==> src/rtl/sa_feeder_if.sv <==
// sa_feeder_if: control, memory-read, array-drive and result-write signals of the systolic feeder
interface sa_feeder_if #(
    parameter int BN_NUM   = 4,
    parameter int ACCU_NUM = 2,
    parameter int BW_ACT   = 8,
    parameter int BW_WET   = 8,
    parameter int IA_H     = 8,
    parameter int IA_W     = 8,
    parameter int OA_W     = 8
);
    localparam int HW = $clog2(IA_H);
    localparam int WW = $clog2(IA_W);
    localparam int OW = $clog2(OA_W);

    logic                       start;
    logic [7:0]                 shift_num;
    logic                       busy;
    logic                       done;
    logic                       wet_rd_en;
    logic [WW-1:0]              wet_rd_row;
    logic [OW-1:0]              wet_rd_col;
    logic [BW_WET-1:0]          wet_rd_data;
    logic [ACCU_NUM-1:0]        act_rd_en;
    logic [ACCU_NUM*HW-1:0]     act_rd_row;
    logic [ACCU_NUM*WW-1:0]     act_rd_col;
    logic [ACCU_NUM*BW_ACT-1:0] act_rd_data;
    logic                       PE_mac_enable;
    logic                       PE_clear_acc;
    logic                       PE_weight_partial_sel;
    logic [BW_WET-1:0]          PE_wet_in;
    logic [ACCU_NUM*BW_ACT-1:0] PE_act_in;
    logic [7:0]                 PE_res_shift_num;
    logic [BN_NUM*BW_ACT-1:0]   PE_result_out;
    logic                       res_wr_en;
    logic [HW-1:0]              res_wr_row;
    logic [OW-1:0]              res_wr_col;
    logic [BN_NUM*BW_ACT-1:0]   res_wr_data;

    modport master (
        input  start, shift_num, wet_rd_data, act_rd_data, PE_result_out,
        output busy, done, wet_rd_en, wet_rd_row, wet_rd_col,
               act_rd_en, act_rd_row, act_rd_col,
               PE_mac_enable, PE_clear_acc, PE_weight_partial_sel,
               PE_wet_in, PE_act_in, PE_res_shift_num,
               res_wr_en, res_wr_row, res_wr_col, res_wr_data
    );

    modport slave (
        output start, shift_num, wet_rd_data, act_rd_data, PE_result_out,
        input  busy, done, wet_rd_en, wet_rd_row, wet_rd_col,
               act_rd_en, act_rd_row, act_rd_col,
               PE_mac_enable, PE_clear_acc, PE_weight_partial_sel,
               PE_wet_in, PE_act_in, PE_res_shift_num,
               res_wr_en, res_wr_row, res_wr_col, res_wr_data
    );
endinterface

==> src/rtl/sa_feeder.sv <==
// sa_feeder: sequences weight loads, skewed activation feeds, drain, clear and result write per output tile
module sa_feeder #(
    parameter int BN_NUM    = 4,
    parameter int ACCU_NUM  = 2,
    parameter int BW_ACT    = 8,
    parameter int BW_WET    = 8,
    parameter int IA_H      = 8,
    parameter int IA_W      = 8,
    parameter int OA_W      = 8,
    parameter int DRAIN_CYC = 3
) (
    input logic         clk,
    input logic         reset_n,
    sa_feeder_if.master bus
);
    localparam int HW = $clog2(IA_H);
    localparam int WW = $clog2(IA_W);
    localparam int OW = $clog2(OA_W);
    localparam int JN = IA_H / BN_NUM;
    localparam int IN = IA_W / ACCU_NUM;
    localparam int JW = JN > 1 ? $clog2(JN) : 1;
    localparam int IW = IN > 1 ? $clog2(IN) : 1;
    localparam int CW = $clog2(BN_NUM + ACCU_NUM + DRAIN_CYC);

    typedef enum logic [2:0] {IDLE, WLOAD, FEED, DRAIN, CLEAR, WRITE} state_t;

    state_t                     state, next;
    logic [CW-1:0]              cnt;
    logic [IW-1:0]              i;
    logic [JW-1:0]              j;
    logic [OW-1:0]              m;
    logic                       cnt_last, last_i, last_j, last_m, last_tile, done, go;
    logic                       mac_q, clr_q, sel_q, wet_q;
    logic [7:0]                 shift_q;
    logic [ACCU_NUM-1:0]        lane_en, lane_q;
    logic [ACCU_NUM*HW-1:0]     lane_row;
    logic [ACCU_NUM*WW-1:0]     lane_col;
    logic [ACCU_NUM*BW_ACT-1:0] lane_act;

    assign cnt_last  = state == WLOAD ? cnt == CW'(ACCU_NUM - 1) :
                       state == FEED  ? cnt == CW'(BN_NUM + ACCU_NUM - 2) :
                                        cnt == CW'(DRAIN_CYC - 1);
    assign last_i    = i == IW'(IN - 1);
    assign last_j    = j == JW'(JN - 1);
    assign last_m    = m == OW'(OA_W - 1);
    assign last_tile = last_j && last_m;
    assign done      = state == WRITE && last_tile;
    assign go        = bus.start && (state == IDLE || done);

    // Lane g consumes activation rows skewed by g cycles; requests outside the skew window are masked.
    for (genvar g = 0; g < ACCU_NUM; g++) begin : g_lane
        assign lane_en[g] = state == FEED && int'(cnt) >= g && int'(cnt) - g < BN_NUM;
        assign lane_row[g*HW +: HW] = lane_en[g] ? HW'(int'(j) * BN_NUM + int'(cnt) - g) : '0;
        assign lane_col[g*WW +: WW] = lane_en[g] ? WW'(int'(i) * ACCU_NUM + g) : '0;
        assign lane_act[g*BW_ACT +: BW_ACT] = lane_q[g] ? bus.act_rd_data[g*BW_ACT +: BW_ACT] : '0;
    end

    // Next-state: WLOAD/FEED alternate over i, then drain, clear and write one tile.
    always_comb begin
        next = state;
        case (state)
            IDLE:    next = bus.start ? WLOAD : IDLE;
            WLOAD:   next = cnt_last ? FEED : WLOAD;
            FEED:    next = cnt_last ? (last_i ? DRAIN : WLOAD) : FEED;
            DRAIN:   next = cnt_last ? CLEAR : DRAIN;
            CLEAR:   next = WRITE;
            WRITE:   next = last_tile && !bus.start ? IDLE : WLOAD;
            default: next = IDLE;
        endcase
    end

    // State, tile counters and the control stage that lines up with the one-cycle memory latency.
    always_ff @(posedge clk or negedge reset_n) begin
        if (!reset_n) begin
            state   <= IDLE;
            cnt     <= '0;
            i       <= '0;
            j       <= '0;
            m       <= '0;
            mac_q   <= 1'b0;
            clr_q   <= 1'b1;
            sel_q   <= 1'b1;
            wet_q   <= 1'b0;
            lane_q  <= '0;
            shift_q <= '0;
        end else begin
            state  <= next;
            cnt    <= next == state && state != IDLE ? cnt + CW'(1) : '0;
            if (state == FEED && cnt_last)
                i <= last_i ? '0 : i + IW'(1);
            if (state == WRITE) begin
                j <= last_j ? '0 : j + JW'(1);
                if (last_j)
                    m <= last_m ? '0 : m + OW'(1);
            end
            mac_q  <= next != IDLE;
            clr_q  <= state == IDLE || state == CLEAR || state == WRITE;
            sel_q  <= state != FEED;
            wet_q  <= bus.wet_rd_en;
            lane_q <= lane_en;
            if (go)
                shift_q <= bus.shift_num;
        end
    end

    assign bus.busy                  = mac_q;
    assign bus.done                  = done;
    assign bus.wet_rd_en             = state == WLOAD;
    assign bus.wet_rd_row            = state == WLOAD ? WW'(int'(i) * ACCU_NUM + ACCU_NUM - 1 - int'(cnt)) : '0;
    assign bus.wet_rd_col            = state == WLOAD ? m : '0;
    assign bus.act_rd_en             = lane_en;
    assign bus.act_rd_row            = lane_row;
    assign bus.act_rd_col            = lane_col;
    assign bus.PE_mac_enable         = mac_q;
    assign bus.PE_clear_acc          = clr_q;
    assign bus.PE_weight_partial_sel = sel_q;
    assign bus.PE_wet_in             = {BW_WET{wet_q}} & bus.wet_rd_data;
    assign bus.PE_act_in             = lane_act;
    assign bus.PE_res_shift_num      = shift_q;
    assign bus.res_wr_en             = state == WRITE;
    assign bus.res_wr_row            = state == WRITE ? HW'(int'(j) * BN_NUM) : '0;
    assign bus.res_wr_col            = state == WRITE ? m : '0;
    assign bus.res_wr_data           = bus.PE_result_out;
endmodule

==> src/flat_wrapper.sv <==
// flat-port wrapper written by rule: the top's interface ports become plain ports
module sa_feeder_flat 
#(
    parameter int BN_NUM    = 4,
    parameter int ACCU_NUM  = 2,
    parameter int BW_ACT    = 8,
    parameter int BW_WET    = 8,
    parameter int IA_H      = 8,
    parameter int IA_W      = 8,
    parameter int OA_W      = 8,
    parameter int DRAIN_CYC = 3
)
  (clk, reset_n, bus_start, bus_shift_num, bus_wet_rd_data, bus_act_rd_data, bus_PE_result_out, bus_busy, bus_done, bus_wet_rd_en, bus_wet_rd_row, bus_wet_rd_col, bus_act_rd_en, bus_act_rd_row, bus_act_rd_col, bus_PE_mac_enable, bus_PE_clear_acc, bus_PE_weight_partial_sel, bus_PE_wet_in, bus_PE_act_in, bus_PE_res_shift_num, bus_res_wr_en, bus_res_wr_row, bus_res_wr_col, bus_res_wr_data);
  sa_feeder_if #(.BN_NUM(BN_NUM), .ACCU_NUM(ACCU_NUM), .BW_ACT(BW_ACT), .BW_WET(BW_WET), .IA_H(IA_H), .IA_W(IA_W), .OA_W(OA_W)) bus_i ();
  input logic clk;
  input logic reset_n;
  input wire logic [$bits(bus_i.start)-1:0] bus_start;
  input wire logic [$bits(bus_i.shift_num)-1:0] bus_shift_num;
  input wire logic [$bits(bus_i.wet_rd_data)-1:0] bus_wet_rd_data;
  input wire logic [$bits(bus_i.act_rd_data)-1:0] bus_act_rd_data;
  input wire logic [$bits(bus_i.PE_result_out)-1:0] bus_PE_result_out;
  output wire logic [$bits(bus_i.busy)-1:0] bus_busy;
  output wire logic [$bits(bus_i.done)-1:0] bus_done;
  output wire logic [$bits(bus_i.wet_rd_en)-1:0] bus_wet_rd_en;
  output wire logic [$bits(bus_i.wet_rd_row)-1:0] bus_wet_rd_row;
  output wire logic [$bits(bus_i.wet_rd_col)-1:0] bus_wet_rd_col;
  output wire logic [$bits(bus_i.act_rd_en)-1:0] bus_act_rd_en;
  output wire logic [$bits(bus_i.act_rd_row)-1:0] bus_act_rd_row;
  output wire logic [$bits(bus_i.act_rd_col)-1:0] bus_act_rd_col;
  output wire logic [$bits(bus_i.PE_mac_enable)-1:0] bus_PE_mac_enable;
  output wire logic [$bits(bus_i.PE_clear_acc)-1:0] bus_PE_clear_acc;
  output wire logic [$bits(bus_i.PE_weight_partial_sel)-1:0] bus_PE_weight_partial_sel;
  output wire logic [$bits(bus_i.PE_wet_in)-1:0] bus_PE_wet_in;
  output wire logic [$bits(bus_i.PE_act_in)-1:0] bus_PE_act_in;
  output wire logic [$bits(bus_i.PE_res_shift_num)-1:0] bus_PE_res_shift_num;
  output wire logic [$bits(bus_i.res_wr_en)-1:0] bus_res_wr_en;
  output wire logic [$bits(bus_i.res_wr_row)-1:0] bus_res_wr_row;
  output wire logic [$bits(bus_i.res_wr_col)-1:0] bus_res_wr_col;
  output wire logic [$bits(bus_i.res_wr_data)-1:0] bus_res_wr_data;
  assign bus_i.start = bus_start;
  assign bus_i.shift_num = bus_shift_num;
  assign bus_i.wet_rd_data = bus_wet_rd_data;
  assign bus_i.act_rd_data = bus_act_rd_data;
  assign bus_i.PE_result_out = bus_PE_result_out;
  assign bus_busy = bus_i.busy;
  assign bus_done = bus_i.done;
  assign bus_wet_rd_en = bus_i.wet_rd_en;
  assign bus_wet_rd_row = bus_i.wet_rd_row;
  assign bus_wet_rd_col = bus_i.wet_rd_col;
  assign bus_act_rd_en = bus_i.act_rd_en;
  assign bus_act_rd_row = bus_i.act_rd_row;
  assign bus_act_rd_col = bus_i.act_rd_col;
  assign bus_PE_mac_enable = bus_i.PE_mac_enable;
  assign bus_PE_clear_acc = bus_i.PE_clear_acc;
  assign bus_PE_weight_partial_sel = bus_i.PE_weight_partial_sel;
  assign bus_PE_wet_in = bus_i.PE_wet_in;
  assign bus_PE_act_in = bus_i.PE_act_in;
  assign bus_PE_res_shift_num = bus_i.PE_res_shift_num;
  assign bus_res_wr_en = bus_i.res_wr_en;
  assign bus_res_wr_row = bus_i.res_wr_row;
  assign bus_res_wr_col = bus_i.res_wr_col;
  assign bus_res_wr_data = bus_i.res_wr_data;
  sa_feeder #(.BN_NUM(BN_NUM), .ACCU_NUM(ACCU_NUM), .BW_ACT(BW_ACT), .BW_WET(BW_WET), .IA_H(IA_H), .IA_W(IA_W), .OA_W(OA_W), .DRAIN_CYC(DRAIN_CYC)) u_core (.clk(clk), .reset_n(reset_n), .bus(bus_i));
endmodule
==> config.mk <==
export PLATFORM = sky130hd
export DESIGN_NAME = sa_feeder_flat
export DESIGN_NICKNAME = d
export VERILOG_FILES = /design/src/rtl/sa_feeder_if.sv /design/src/rtl/sa_feeder.sv /design/src/flat_wrapper.sv
export SDC_FILE = /design/constraint.sdc
export NUM_CORES = 1
export LEC_CHECK = 0
export CAP_MARGIN = 0
export CORE_MARGIN = 4
export CORE_UTILIZATION = 35
export CTS_CLUSTER_SIZE = 14
export DETAILED_ROUTE_END_ITERATION = 16
export DONT_BUFFER_PORTS = 1
export GPL_TIMING_DRIVEN = 0
export PLACE_DENSITY = 0.56
export SYNTH_ARGS = -nofsm -noshare
export SYNTH_HDL_FRONTEND = slang
export SYNTH_SLANG_ARGS = --single-unit
==> constraint.sdc <==
create_clock -name clk -period 6.2 [get_ports clk]
set_input_delay 0.93 -clock clk [delete_from_list [all_inputs] [get_ports clk]]
set_output_delay 0.93 -clock clk [all_outputs]
set_load 0.01 [all_outputs]
# Word-level counts from Yosys, hierarchy flattened
# Index checks and enable logic that the tools add are counted.
[classes]
n_reduce_logical = 17
n_div = 0
mul = 0
eq_ne = 12
order_cmp = 3
shifts = 0
n_addsub = 11
n_bitwise = 1
mux = 23
[op_table]
columns = ["op", "n"]
rows = [
  ["$mux 3", 11],
  ["$lt 32x4->1 const B", 1],
  ["$pmux 3 s6", 1],
  ["$mux 8", 2],
  ["$eq 3x3->1 const B", 3],
  ["$logic_and 1x1->1", 9],
  ["$and 8x8->8", 1],
  ["$add 3x1->3 const B", 2],
  ["$eq 3x2->1 const B", 2],
  ["$mux 2", 3],
  ["$reduce_bool 3->1", 2],
  ["$sub 3x2->3 const B", 2],
  ["$mux 1", 5],
  ["$sub 4x1->5 const B", 1],
  ["$add 4x1->4 const B", 1],
  ["$eq 4x1->1 const B", 1],
  ["$eq 4x2->1 const B", 1],
  ["$eq 4x3->1 const B", 1],
  ["$ge 4x1->1 const B", 1],
  ["$lt 4x3->1 const B", 1],
  ["$mux 4", 1],
  ["$add 3x2->3 const B", 1],
  ["$add 3x3->3", 1],
  ["$eq 3x1->1 const B", 1],
  ["other kinds (10)", 12],
]
[totals]
inputBits = 67
memories = 0
mem_bits_ro = 0
output_inout_bits = 97
ff_bits = 27
wordCells = 78
latchBits = 0
ram_bits = 0

# Longest topological paths before layout
[logic_depth]
ltp_word = 8
ltp_mapped = 6
ltp_nobuf = 5

# Worst setup path after synthesis
# OpenSTA, ideal clock, no wires.
[synth_timing]
path_type = "reg-to-output"
from = "register u_core.cnt[0]"
to = "output bus_act_rd_en[1]"
arrival_time_ns = 1.944
required_time_ns = 5.270
path_slack_ns = 3.326
path_stages_with_launch = 7
cell_sequence = "dfrtp_1 -> inv_1 -> ha_1 -> or4b_1 -> a21o_1 -> a21oi_1 -> buf_4"
[synth_between]
elab_chain_len = 3
[synth_lines]
columns = ["item", "line", "text"]
rows = [
  ["from (decl)", "sa_feeder.sv:28", "logic [CW-1:0] cnt;"],
  ["from (signal assigned)", "sa_feeder.sv:88", "cnt <= next == state && state != IDLE ? cnt + CW'(1) : '0;"],
  ["$sub 4x1->5 or $ge 4x1->1 (tied branches)", "sa_feeder.sv:52", "assign lane_en[g] = state == FEED && int'(cnt) >= g && int'(cnt) - g < BN_NUM;"],
  ["$lt 32x4->1 or $logic_and 1x1->1 (tied branches)", "sa_feeder.sv:52", ""],
  ["$logic_and 1x1->1 (*)", "sa_feeder.sv:52", ""],
  ["to (decl)", "flat_wrapper.sv:27", "output wire logic [$bits(bus_i.act_rd_en)-1:0] bus_act_rd_en;"],
]
# Every way passes the cells marked *; elsewhere a longest branch is shown, timed or not.

# Worst setup path in the final report
# Ends and elaborated chain as after synthesis.

==> results by group <==
Routing
  – 1st-iter DRT viols: 47
  – Final ANT Viol Nets: 0
  – Routed length per placed instance: about 20 microns
  – Post-route DRC: 0
  – Post-DR vias/cell: 5.10
  – Via count: approximately 1400
  – First-pass DRT Iterations: 4
  – Total Wirelength: 5.53 mm

Clocking
  – CTS Hold Bufs: 0
  – Cts repair resizes: 0
  – Clock-pin transition on the worst setup and hold timing paths: roughly 0.1 ns
  – Clk sinks: 27
  – Total setup buffers inserted after CTS: 0
  – CTS max path bufs: 2
  – Num CTS Buffers: 3
  – Clock root buffer: clkbuf_8
  – CTS tree: done
  – Clock Latency Late Sink: between 0.2 and 0.3 ns
  – H-tree depth: 1

Timing
  – Setup violators final: 0
  – Slew Viols, Final: 0
  – Fin. Hold Viols: 0
  – Relative slew slack: 0.454
  – Slew @ Worst Pin: about 0.81 ns
  – Final worst path period share: 0.554
  – Clock Skews: 0.00500 ns
  – Setup TNS: 0 ns
  – Fin Hold WS: roughly 0.32 ns
  – Crit path setup slack, layout: 2.77 ns
  – Tmin final: 3.43 ns
  – RSZ-0062 raised after global routing: no
  – Max Clk Rate: approximately 290 MHz

Setup path
  – CP max stage delay: 0.53 ns
  – Crit-path slowest cell: dfrtp_1
  – R2R Setup Slk: just over 4 ns
  – Worst path buffer plus inverter count: 2
  – Worst r2r src: u_core.cnt[0]
  – CP Class: flop to primary output
  – Crit-path max FO: 10
  – CP Cell Sequence: inv_1 -> ha_1 -> or4b_1 -> a21o_1 -> a21oi_1 -> buf_4
  – Worst r2r path cells: 5
  – CP delay by family, top: compound AO/OA/AOI/OAI gates
  – Critical Path AT: 2.50 ns
  – Startpoint types: flop
  – Reg2reg end: u_core.lane_q[1]
  – Worst Setup End Kind: primary output
  – Worst path required time: 5.27 ns

Run
  – Max Cap Viol: 0

Synthesis
  – Async S/R FF share, synth: 1.00
  – Post-synthesis sequential area ratio: 0.347
  – Flops & latches, synth: 27
  – Instance count of the mapped netlist: 202
  – Ys Warns: 0
  – Cell area after synthesis: between 0.0015 and 0.002 sq mm
  – Synth Flop Type: dfrtp_1
  – Syn_area_per_cell: 9.67 sq um
  – EDFF count, synth: 0
  – Unique masters post-synth: 41

Die
  – Die span in y: between 80 and 90 microns
  – Chip width: 82.7 microns
  – Core Region: 0.00527 sq mm
  – Row count: 26
  – Die footprint: 0.00684 sq mm
  – Initial Util: 0.371
  – Io pins: approximately 160

Global route
  – Total GRT Usage: 0.150
  – Largest net degree at the start of global routing: 28
  – First-pass GRT wire length: 7.62 mm
  – Initial antenna violation count: 0
  – GRT overflow: 0
  – Vias in the first global route: 1386

Status
  – Status: complete, no violations

Layout
  – P&R area growth vs syn: 7.37%
  – Share of cells above drive strength 1: 0.308
  – Final core utilization: 0.398
  – Non-Filler Instances: 278
  – Antenna Cells: 0
  – Nets: 285

Place
  – RD Place Congestion: slightly above 0.7
  – Pre-CTS setup slack: between 3 and 4 ns
  – Post-placement cell count: 274
  – DP HPWL: roughly 4.5 mm
  – Port bufs: 0

Pwr
  – Leak pwr: 1.00 nW
  – Pwr dens: about 150 mW/mm^2
  – VDD IR max: 0.0736 mV

Worst hold path
  – Hold crit path type: input pin to async pin
## final cells by class
class / instances / area, sq um
Inverter: 9 / 33.8
Buffer: 44 / 312
Fill cell: 535 / 3170
Tap cell: 70 / 87.6
Clock inverter: 1 / 7.51
Sequential cell: 27 / 678
Multi-Input combinational cell: 124 / 937
Clock buffer: 3 / 41.3
## registers in the layout, summed over array words and instances (netlist names)
signal and cells:
u_core.bus.PE_clear_acc 1, u_core.bus.PE_mac_enable 1, u_core.bus.PE_res_shift_num 8, u_core.bus.PE_weight_partial_sel 1, u_core.cnt 4, u_core.i 2, u_core.j 1, u_core.lane_q 2
u_core.m 3, u_core.state 3, u_core.wet_q 1
## cell usage in the layout (no fill, tap or decap), types with 3 or more instances in the layout
cell / count
buf_4: 38
and2_1: 33
dfrtp_1: 25
mux2_2: 12
inv_1: 9
ha_1: 9
a211oi_1: 8
nor2_1: 7
and3_1: 7
nand2_1: 5
xnor2_1: 5
buf_2: 3
nand3_1: 3
conb_1: 3
clkbuf_8: 3
## cell families (layout without fill, tap and decap cells)
| group | Yosys count | in the layout | synth area share |
|---|---|---|---|
| and+or+nand+nor | 70 | 70 | 0.224 |
| other | 1 | 3 | 0.00192 |
| adders and majority gates | 9 | 9 | 0.0577 |
| DFF | 27 | 27 | 0.347 |
| xor gates and xnor gates | 7 | 7 | 0.0314 |
| buffers and inverters | 53 | 57 | 0.177 |
| AOI/OAI and AO/OA | 23 | 23 | 0.0923 |
| muxes | 12 | 12 | 0.0692 |
## Yosys cell counts (all sizes together), types with 2 or more instances
master  count  area, sq um
dfrtp      25          626
nor2        7         26.3
nor2b       2         12.5
and2       33          206
a211oi      8         60.1
o211ai      2         15.0
and3b       3         27.5
nor3        2         10.0
buf        42          304
nand2       5         18.8
dfstp       2         52.6
mux2       12          135
or4b        2         20.0
a21oi       2         10.0
nor4        2         12.5
clkbuf      2         7.51
and3        7         43.8
xnor2       5         43.8
o21ai       2         10.0
nand3       3         15.0
ha          9          113
xor2        2         17.5
inv         9         33.8
## worst register-to-register path, stage by stage (launching register included)
cell and delay [ns]:
dfrtp_1 0.53, inv_1 0.14, ha_1 0.26, or4b_1 0.47
a21o_1 0.23, a21oi_1 0.39
## per-layer routing
| metal | global-route usage | wire, microns | up-vias |
|---|---|---|---|
| met4 | 0.0441 | 54 | 0 |
| met1 | 0.176 | 1930 | 683 |
| li1 | - | - | 658 |
| met3 | 0.0293 | 531 | 5 |
| met2 | 0.273 | 3020 | 73 |
| met5 | 0 | 0 | - |
## metrics by stage
stage / total power [W] / cell area (sq um)
finish: 0.000314 / 2100
global route: 0.000324 / 2100
CTS: 0.000317 / 2100
detailed placement: 0.000210 / 2050
global placement: 0.000210 / 2050
floorplan: 0.000207 / 1960
## report_power, final
group | leakage, nW | switching, W | total (W) | internal [W]
sequential | 0.346 | 0 | 0.000176 | 0.000176
clock | 0.0217 | 0.0000616 | 0.000107 | 0.0000458
combinational | 0.633 | 0.0000145 | 0.0000304 | 0.0000159
total | 1.00 | 0.0000761 | 0.000314 | 0.000238
## worst max path at each step
stage                       end  cells after the start  slack, ns           from
4_1_cts        bus_act_rd_en[1]                      6       2.77  u_core.cnt[0]
6_report       bus_act_rd_en[1]                      6       2.77  u_core.cnt[0]
3_5_place_dp   bus_act_rd_en[1]                      6       3.10  u_core.cnt[0]
5_1_grt        bus_act_rd_en[1]                      6       2.60  u_core.cnt[0]
3_3_place_gp   bus_act_rd_en[1]                      6       3.11  u_core.cnt[0]
2_1_floorplan  bus_act_rd_en[1]                      6       3.33  u_core.cnt[0]
Note: power is estimated with default switching activity, not from simulation.
